===== src/rtl/demod_segment_scheduler_if.sv =====
// rtl/demod_segment_scheduler_if.sv - channel request and pipeline-side signal bundle for the segment scheduler
interface demod_segment_scheduler_if #(
    parameter int NUM_CH = 4
);
    localparam int CW = (NUM_CH > 1) ? $clog2(NUM_CH) : 1;

    logic [NUM_CH-1:0]    req;
    logic [32*NUM_CH-1:0] data_in;
    logic [NUM_CH-1:0]    grant;
    logic [31:0]          dp_input_bit;
    logic                 dp_issue;
    logic                 res_valid;
    logic [CW-1:0]        res_channel;

    modport master (
        output req,
        output data_in,
        input  grant,
        input  dp_input_bit,
        input  dp_issue,
        input  res_valid,
        input  res_channel
    );

    modport slave (
        input  req,
        input  data_in,
        output grant,
        output dp_input_bit,
        output dp_issue,
        output res_valid,
        output res_channel
    );
endinterface


===== src/rtl/demod_segment_scheduler.sv =====
// rtl/demod_segment_scheduler.sv - round-robin burst scheduler feeding a fixed-latency demod segment pipeline
module demod_segment_scheduler #(
    parameter int NUM_CH  = 4,
    parameter int LATENCY = 3,
    parameter int BURST   = 4
) (
    input  logic                     clk,
    input  logic                     reset,
    input  logic                     start,
    demod_segment_scheduler_if.slave bus,
    output logic                     busy,
    output logic                     idle
);
    localparam int              CW          = (NUM_CH > 1) ? $clog2(NUM_CH) : 1;
    localparam logic [3:0]      BURST_MAX   = 4'(BURST);
    localparam logic [CW-1:0]   LAST_CH_RST = CW'(NUM_CH - 1);

    typedef enum logic [1:0] {IDLE, ARB, SERVE, DRAIN} state_t;

    state_t                     state;
    logic [CW-1:0]              cur_ch;
    logic [CW-1:0]              last_ch;
    logic [3:0]                 burst_cnt;
    logic [LATENCY-1:0]         tag_v;
    logic [LATENCY-1:0][CW-1:0] tag_ch;

    logic [CW-1:0] arb_ch;
    logic [CW-1:0] cand;
    logic          arb_found;
    logic          issue;
    logic          serve_exit;
    logic          drain_done;

    // Cyclic search from last_ch+1; scanning downward lets the nearest requester overwrite farther ones.
    always_comb begin
        arb_found = 1'b0;
        arb_ch    = '0;
        cand      = '0;
        for (int i = NUM_CH; i >= 1; i--) begin
            cand = CW'((int'(last_ch) + i) % NUM_CH);
            if (bus.req[cand]) begin
                arb_found = 1'b1;
                arb_ch    = cand;
            end
        end
    end

    // Issue decision and steering of the granted channel's word into the pipeline.
    always_comb begin
        issue = (state == SERVE) && bus.req[cur_ch] && start && (burst_cnt < BURST_MAX);
        serve_exit = !issue || (burst_cnt == BURST_MAX - 4'd1);
        bus.dp_issue = issue;
        bus.grant = '0;
        bus.dp_input_bit = '0;
        if (issue) begin
            bus.grant[cur_ch] = 1'b1;
            bus.dp_input_bit  = bus.data_in[int'(cur_ch)*32 +: 32];
        end
    end

    // Drain may end once nothing valid would remain in the tag pipeline after this edge,
    // so busy drops right after the final result cycle.
    always_comb begin
        drain_done = !issue;
        for (int i = 0; i < LATENCY - 1; i++) begin
            if (tag_v[i]) drain_done = 1'b0;
        end
    end

    assign bus.res_valid   = tag_v[LATENCY-1];
    assign bus.res_channel = tag_ch[LATENCY-1];
    assign busy            = (state != IDLE) || (|tag_v);
    assign idle            = !busy;

    // Scheduler state machine: arbitration, burst counting and drain sequencing.
    always_ff @(posedge clk) begin
        if (!reset) begin
            state     <= IDLE;
            cur_ch    <= '0;
            last_ch   <= LAST_CH_RST;
            burst_cnt <= '0;
        end else begin
            case (state)
                IDLE: begin
                    if (start && (|bus.req)) state <= ARB;
                end
                ARB: begin
                    if (arb_found) begin
                        cur_ch    <= arb_ch;
                        last_ch   <= arb_ch;
                        burst_cnt <= '0;
                        state     <= SERVE;
                    end else begin
                        state <= IDLE;
                    end
                end
                SERVE: begin
                    if (issue) burst_cnt <= burst_cnt + 4'd1;
                    if (serve_exit) begin
                        if (start && (|bus.req)) state <= ARB;
                        else if (!start)         state <= DRAIN;
                        else                     state <= IDLE;
                    end
                end
                DRAIN: begin
                    if (drain_done) state <= IDLE;
                end
                default: state <= IDLE;
            endcase
        end
    end

    // Channel tags travel alongside the pipeline so each result carries its owner.
    always_ff @(posedge clk) begin
        if (!reset) begin
            tag_v  <= '0;
            tag_ch <= '0;
        end else begin
            tag_v[0]  <= issue;
            tag_ch[0] <= cur_ch;
            for (int i = 1; i < LATENCY; i++) begin
                tag_v[i]  <= tag_v[i-1];
                tag_ch[i] <= tag_ch[i-1];
            end
        end
    end
endmodule

===== src/flat_wrapper.sv =====
// flat-port wrapper written by rule: the top's interface ports become plain ports
module demod_segment_scheduler_flat 
#(
    parameter int NUM_CH  = 4,
    parameter int LATENCY = 3,
    parameter int BURST   = 4
)
  (clk, reset, start, busy, idle, bus_req, bus_data_in, bus_grant, bus_dp_input_bit, bus_dp_issue, bus_res_valid, bus_res_channel);
  demod_segment_scheduler_if #(.NUM_CH(NUM_CH)) bus_i ();
  input  logic clk;
  input  logic reset;
  input  logic start;
  output logic busy;
  output logic idle;
  input wire logic [$bits(bus_i.req)-1:0] bus_req;
  input wire logic [$bits(bus_i.data_in)-1:0] bus_data_in;
  output wire logic [$bits(bus_i.grant)-1:0] bus_grant;
  output wire logic [$bits(bus_i.dp_input_bit)-1:0] bus_dp_input_bit;
  output wire logic [$bits(bus_i.dp_issue)-1:0] bus_dp_issue;
  output wire logic [$bits(bus_i.res_valid)-1:0] bus_res_valid;
  output wire logic [$bits(bus_i.res_channel)-1:0] bus_res_channel;
  assign bus_i.req = bus_req;
  assign bus_i.data_in = bus_data_in;
  assign bus_grant = bus_i.grant;
  assign bus_dp_input_bit = bus_i.dp_input_bit;
  assign bus_dp_issue = bus_i.dp_issue;
  assign bus_res_valid = bus_i.res_valid;
  assign bus_res_channel = bus_i.res_channel;
  demod_segment_scheduler #(.NUM_CH(NUM_CH), .LATENCY(LATENCY), .BURST(BURST)) u_core (.clk(clk), .reset(reset), .start(start), .bus(bus_i), .busy(busy), .idle(idle));
endmodule

===== config.mk =====
export PLATFORM = sky130hd
export DESIGN_NAME = demod_segment_scheduler_flat
export DESIGN_NICKNAME = d
export VERILOG_FILES = /design/src/rtl/demod_segment_scheduler_if.sv /design/src/rtl/demod_segment_scheduler.sv /design/src/flat_wrapper.sv
export SDC_FILE = /design/constraint.sdc
export NUM_CORES = 1
export LEC_CHECK = 0
export BUFFER_PORTS_ARGS = -buffer_cell sky130_fd_sc_hd__buf_2
export CAP_MARGIN = 20
export CELL_PAD_IN_SITES_DETAIL_PLACEMENT = 1
export CELL_PAD_IN_SITES_GLOBAL_PLACEMENT = 1
export CORE_ASPECT_RATIO = 1.4
export CORE_MARGIN = 2
export CORE_UTILIZATION = 25
export CTS_BUF_LIST = sky130_fd_sc_hd__clkbuf_4 sky130_fd_sc_hd__clkbuf_8 sky130_fd_sc_hd__clkbuf_16
export DETAILED_ROUTE_END_ITERATION = 10
export GPL_TIMING_DRIVEN = 0
export PLACE_DENSITY_LB_ADDON = 0.05
export SKIP_LAST_GASP = 1
export SLEW_MARGIN = 20
export SYNTH_ARGS = -nofsm -noshare
export SYNTH_HDL_FRONTEND = slang
export SYNTH_SLANG_ARGS = --single-unit
export TNS_END_PERCENT = 10

===== constraint.sdc =====
create_clock -name clk -period 3.9 [get_ports clk]
set_input_delay 1.17 -clock clk [delete_from_list [all_inputs] [get_ports clk]]
set_output_delay 1.17 -clock clk [all_outputs]
set_load 0.02 [all_outputs]

Word-level counts from Yosys, hierarchy flattened. Cells that the tools add are included.

Flip-flop bits (word level): 19. Input bits: 135. Output and inout port bits: 42. Logic and storage cells: 81.

Add/subtract/negate cells: 5. $lt $le $gt $ge: 7. Eq/ne operators: 9. Shifts and indexed selects: 1. Muxes and demuxes: 34. Reductions and logical operators: 17.

Operator list (number): 128-bit by 8-bit indexed part select with 32-bit output (1); 32-bit two-way mux (1); 2-bit two-way mux (10); 2-bit by 3-bit less-than comparator with 1-bit output (second input constant) (5); 1-bit two-way mux (12); 4-bit two-way mux (3); 1-bit binary-select mux with 2-bit select (5); 2-bit by 1-bit inequality test with 1-bit output (second input constant) (4); 2-bit case mux with 4 select lines (1); 4-bit case mux with 2 select lines (1); 3-bit AND reduction (2); 1-bit logical AND (5); 2-bit by 1-bit adder with 2-bit output (second input constant) (2); 2-bit adder (second input constant) (2); 4-bit by 1-bit adder with 4-bit output (second input constant) (1); 2-bit == test (second input constant) (2); 4-bit by 2-bit == test with 1-bit output (second input constant) (1); 4-bit by 3-bit less-than comparator with 1-bit output (second input constant) (1); 2-bit nonzero test (2); 4-bit OR reduction (1); 3-bit OR reduction (1); 1-bit demux with 2-bit select (1); 2-bit by 1-bit == test with 1-bit output (second input constant) (1); 2-bit by 1-bit greater-or-equal comparator with 1-bit output (second input constant) (1); other kinds (5) (7).

Depth between registers and ports, before layout.
Depth in word-level cells: 10. Depth in mapped cells: 8. Mapped depth without buffers: 7.

Worst setup path after synthesis. OpenSTA, ideal clock, no wires.

Path type: input-to-output. From: input bus_req[1]. To: output bus_grant[3]. Arrival time: 2.364 ns. Required time: 2.730 ns. Path slack: 0.366 ns. Cell stages on the path: 5. Buffers on the path: 1. Path through: buf_4 -> mux4_2 -> nand2_1 -> inv_2 -> and3_1.

Longest elaborated chain between the ends: 6.

Ends and longest elaborated chain: start: declaration (line flat_wrapper.sv:15) `input wire logic [$bits(bus_i.req)-1:0] bus_req;`; 1-bit binary-select mux with 2-bit select (line demod_segment_scheduler.sv:50) `issue = (state == SERVE) && bus.req[cur_ch] && start && (burst_cnt < BURST_MAX);`; 1-bit two-way mux (implied by the code) (line demod_segment_scheduler.sv:50); 1-bit logical AND (3 in series) (line demod_segment_scheduler.sv:50); net bus_dp_issue (line flat_wrapper.sv:19) `output wire logic [$bits(bus_i.dp_issue)-1:0] bus_dp_issue;`; 4-bit two-way mux (line demod_segment_scheduler.sv:55) `if (issue) begin`; end: declaration (line flat_wrapper.sv:17) `output wire logic [$bits(bus_i.grant)-1:0] bus_grant;`.

The timed path passes the listed nets, and every way through them passes these cells. The select of a mux whose other input is x is not followed.

Final worst setup path.
From: input bus_req[2]. To: output bus_grant[3].

Longest elaborated chain between the ends: 6.

Ends and longest elaborated chain (line): 1-bit binary-select mux with 2-bit select (demod_segment_scheduler.sv:50); 1-bit two-way mux (implied by the code) (demod_segment_scheduler.sv:50); 1-bit logical AND (3 in series) (demod_segment_scheduler.sv:50); 4-bit two-way mux (demod_segment_scheduler.sv:55).

No other way between the ends. The select of a mux whose other input is x is not followed.

==> metrics.md <==
| Metric | Value |
|---|---|
| Area of the die | 8560 µm² |
| Finished Cell Area | 3000 µm² |
| Synth Cell Area | ~2000 µm² |
| RSZ-0062 raised after global routing | false |
| Sink Count | 19 |
| Die Wd | 78.8 µm |
| Nets@finish | a little over 500 |
| DR iter-0 viols | 39 |
| Max Used Layer | met4 |
| Total track usage | 0.192 |
| Non-Filler Instances | 464 |
| Crit path arrival time | 2560 ps |
| PortBufs | ~170 |
| Global placer's final weighted congestion | around 0.8 |
| Post-synthesis sequential area ratio | 0.194 |
| Ant diodes | 0 |
| Seq pwr share | 0.337 |
| Max VDD drop | between 0.15 and 0.2 mV |
| Final period utilization | 0.956 |
| Seq cells post-synth | 19 |
| DR pass1 iterations | 4 |
| CP max stage cell | mux4_2 |
| TritonCTS clock tree | built |
| Hold_buf cts | 0 |
| Critical path data required time | 2730 ps |
| Area Overhead vs Synth | 53.3% |
| Rows | 38 |
| Setup Skew | approximately 1.2 ps |
| Yosys warnings | 0 |
| Fin. max-slew vios | 0 |
| Synth unique cells | 39 |
| Synthesized instance count | 186 |
| Syn Area/Cell | 10.5 µm² |
| Synth Net Count | approximately 330 |
| Core ar. | 7650 µm² |
| CP most frequent cell | buf_2 |
| Reg clk slew, reported paths | about 70 ps |
| Post-Route WL | around 8300 µm |
| Peak Freq | between 200 and 300 MHz |
| Setup tns final | 0 ps |
| Post-CTS sizing | 0 |
| Worst path bufs/invs | 3 |
| Residual DRC | 0 |
| CP Capture Type | output port |
| Clock Latency Late Sink | 250 ps |
| Final hold vios | 0 |
| Post-DP Area | roughly 3000 µm² |
| Peak fanout along the critical path | 10 |
| Number of synthesized flops with an enable pin | 0 |
| Critical path class | in -> out |
| Vias per cell | 4.92 |
| Cts bufs inserted | 3 |
| Placed cells | 460 |
| Crit path time final | about 3700 ps |
| I/O pin total | 177 |
| Global-route wire length before repair | 12,900 µm |
| Vias in the first global route | roughly 2,400 |
| Routed wl met2 | ~4600 µm |
| Clock Power Share | 0.216 |
| Min-delay worst type | reg -> reg |
| Longest Clk Path Bufs | 2 |
| Total Power | approximately 0.62 mW |
| Status | complete, no violations |
| Max Cap Viol | 0 |
| Max-slew headroom | 0.567 |
| Most common flop cell mapped by yosys | dfxtp_1 |
| CTS root buf | clkbuf_8 |
| Setup crit start kind | primary input |
| Async SR Flop Fraction | 0 |
| NetSw | approximately 0.19 mW |
| Antenna violations before repair | 0 |
| Final setup violation count | 0 |
| Post-DP HPWL | ~7100 µm |
| Sw Ratio | 0.305 |
| GR Overflow Total | 0 |
| Power share of the combinational group | 0.446 |
| Wire length on met3 | a little under 700 µm |
| Int Pwr | approximately 0.43 mW |
| Max stage delay on crit path | roughly 600 ps |
| Static leakage | around 1.6 nW |
| Met1 WL | ~2900 µm |
| Detailed-route via count | between 2,000 and 2,500 |
| CP delay by family, top | multiplexers |
| # Post-CTS Setup Buffers | 0 |
| Detailed-route wire length per cell | about 18 µm |
| Initial core utilization | 0.256 |
| Die Ht | 109 µm |
| Crit path cell chain | buf_2, mux4_2, nand2_1, inv_2, and3_1, buf_2 |
| Share of layout cells above drive strength 1 | 0.615 |
| Worst-Margin Slew | around 640 ps |
| P per Cell Area | approximately 210 nW/µm² |
| Post-route ant nets | 0 |
| Pin count of the biggest net entering global routing | 12 |
| H-Tree Depth | 1 |
[worst reg2reg max path, delay by kind of cell (launching register included)]
family          cells  cell delay (ps)
compound gates      2              310
flops               1              350
fa+ha+maj           1              240
buf+inv             3              530
simple gates        2              380
[Yosys cell counts, types with 2 or more instances]
master    count  area, µm²
inv_1        10       37.5
ha_1          6       75.1
o211ai_1      2       15.0
a211oi_1      2       15.0
o21ai_0       5       25.0
buf_4         6       45.0
dfxtp_1      19        380
o221ai_1      3       26.3
nand2_1       7       26.3
clkbuf_1     10       37.5
a31oi_1       2       12.5
and2_1        8       50.1
buf_2         2       10.0
o41ai_1       2       17.5
a21oi_1      10       50.1
mux4_2       33        743
nor2_1        4       15.0
and3_1       34        213
[per-layer routing]
metal  up-vias  track usage
li1       1091            -
met1      1096        0.201
met2        92        0.385
met3         6       0.0381
met4         0       0.0439
met5         -            0
[cells by family (layout without fill, tap and decap cells)]
logic type,Yosys count,count (layout),synth area share
muxes,34,34,0.385
buffers and inverters,31,209,0.0761
AOI/OAI and AO/OA,34,34,0.119
DFF,19,19,0.194
adders and majority gates,6,6,0.0384
and+or+nand+nor,62,62,0.187
[sequential cells by signal, indices dropped and copies added (netlist names)]
signal,cells
u_core.burst_cnt,4
u_core.tag_ch,4
u_core.tag_v,3
u_core.bus.res_channel,2
u_core.cur_ch,2
u_core.last_ch,2
u_core.state,2
[power by group through the flow]
stage                     Combinational (mW)  Clock [mW]  Sequential, mW
after global routing                   0.308       0.146           0.210
after detailed placement               0.281           0           0.214
after floorplan                        0.174           0           0.212
final                                  0.277       0.134           0.209
after CTS                              0.282       0.142           0.209
after global placement                 0.274           0           0.214
[final cells by class]
cell class | instances | area, µm²
Sequential cell | 19 | 380
Buffer | 20 | 108
Multi-Input combinational cell | 136 | 1430
Clock buffer | 3 | 41.3
Fill cell | 970 | 4660
Timing Repair Buffer | 174 | 871
Inverter | 11 | 41.3
Clock inverter | 1 | 5.00
Tap cell | 100 | 125
[layout by cell type, fill, tap and decap left out, types with 2 or more instances in the layout]
master and n:
clkbuf_1 10, a31oi_1 2, and3_1 34, dfxtp_1 19, inv_1 10, buf_2 176, o21ai_0 5, mux4_2 33
o211ai_1 2, buf_4 6, nor2_1 4, and2_1 8, clkbuf_8 3, ha_1 6, a21oi_1 10, o221ai_1 3
a211oi_1 2, o41ai_1 2, nand2_1 7
[through the flow]
stage,hold WS [ps],utilization,setup WS [ps]
after global routing,457,0.392,13.6
after global placement,414,0.386,174
after CTS,443,0.392,154
final,436,0.392,171
after detailed placement,426,0.386,152
after floorplan,412,-,366
[path summary, 6_finish.rpt]
kind / cells after the start / to / slack, ps / startpoint
worst min-delay path: 1 / u_core.bus.res_channel[1] / 440 / u_core.tag_ch[3]
worst min register to register: 1 / u_core.bus.res_channel[1] / 440 / u_core.tag_ch[3]
worst max register to register: 8 / u_core.burst_cnt[2] / 2010 / u_core.state[0]
worst max-delay path: 6 / bus_grant[3] / 170 / bus_req[2]
No activity file was read; power rests on OpenSTA's default activity.
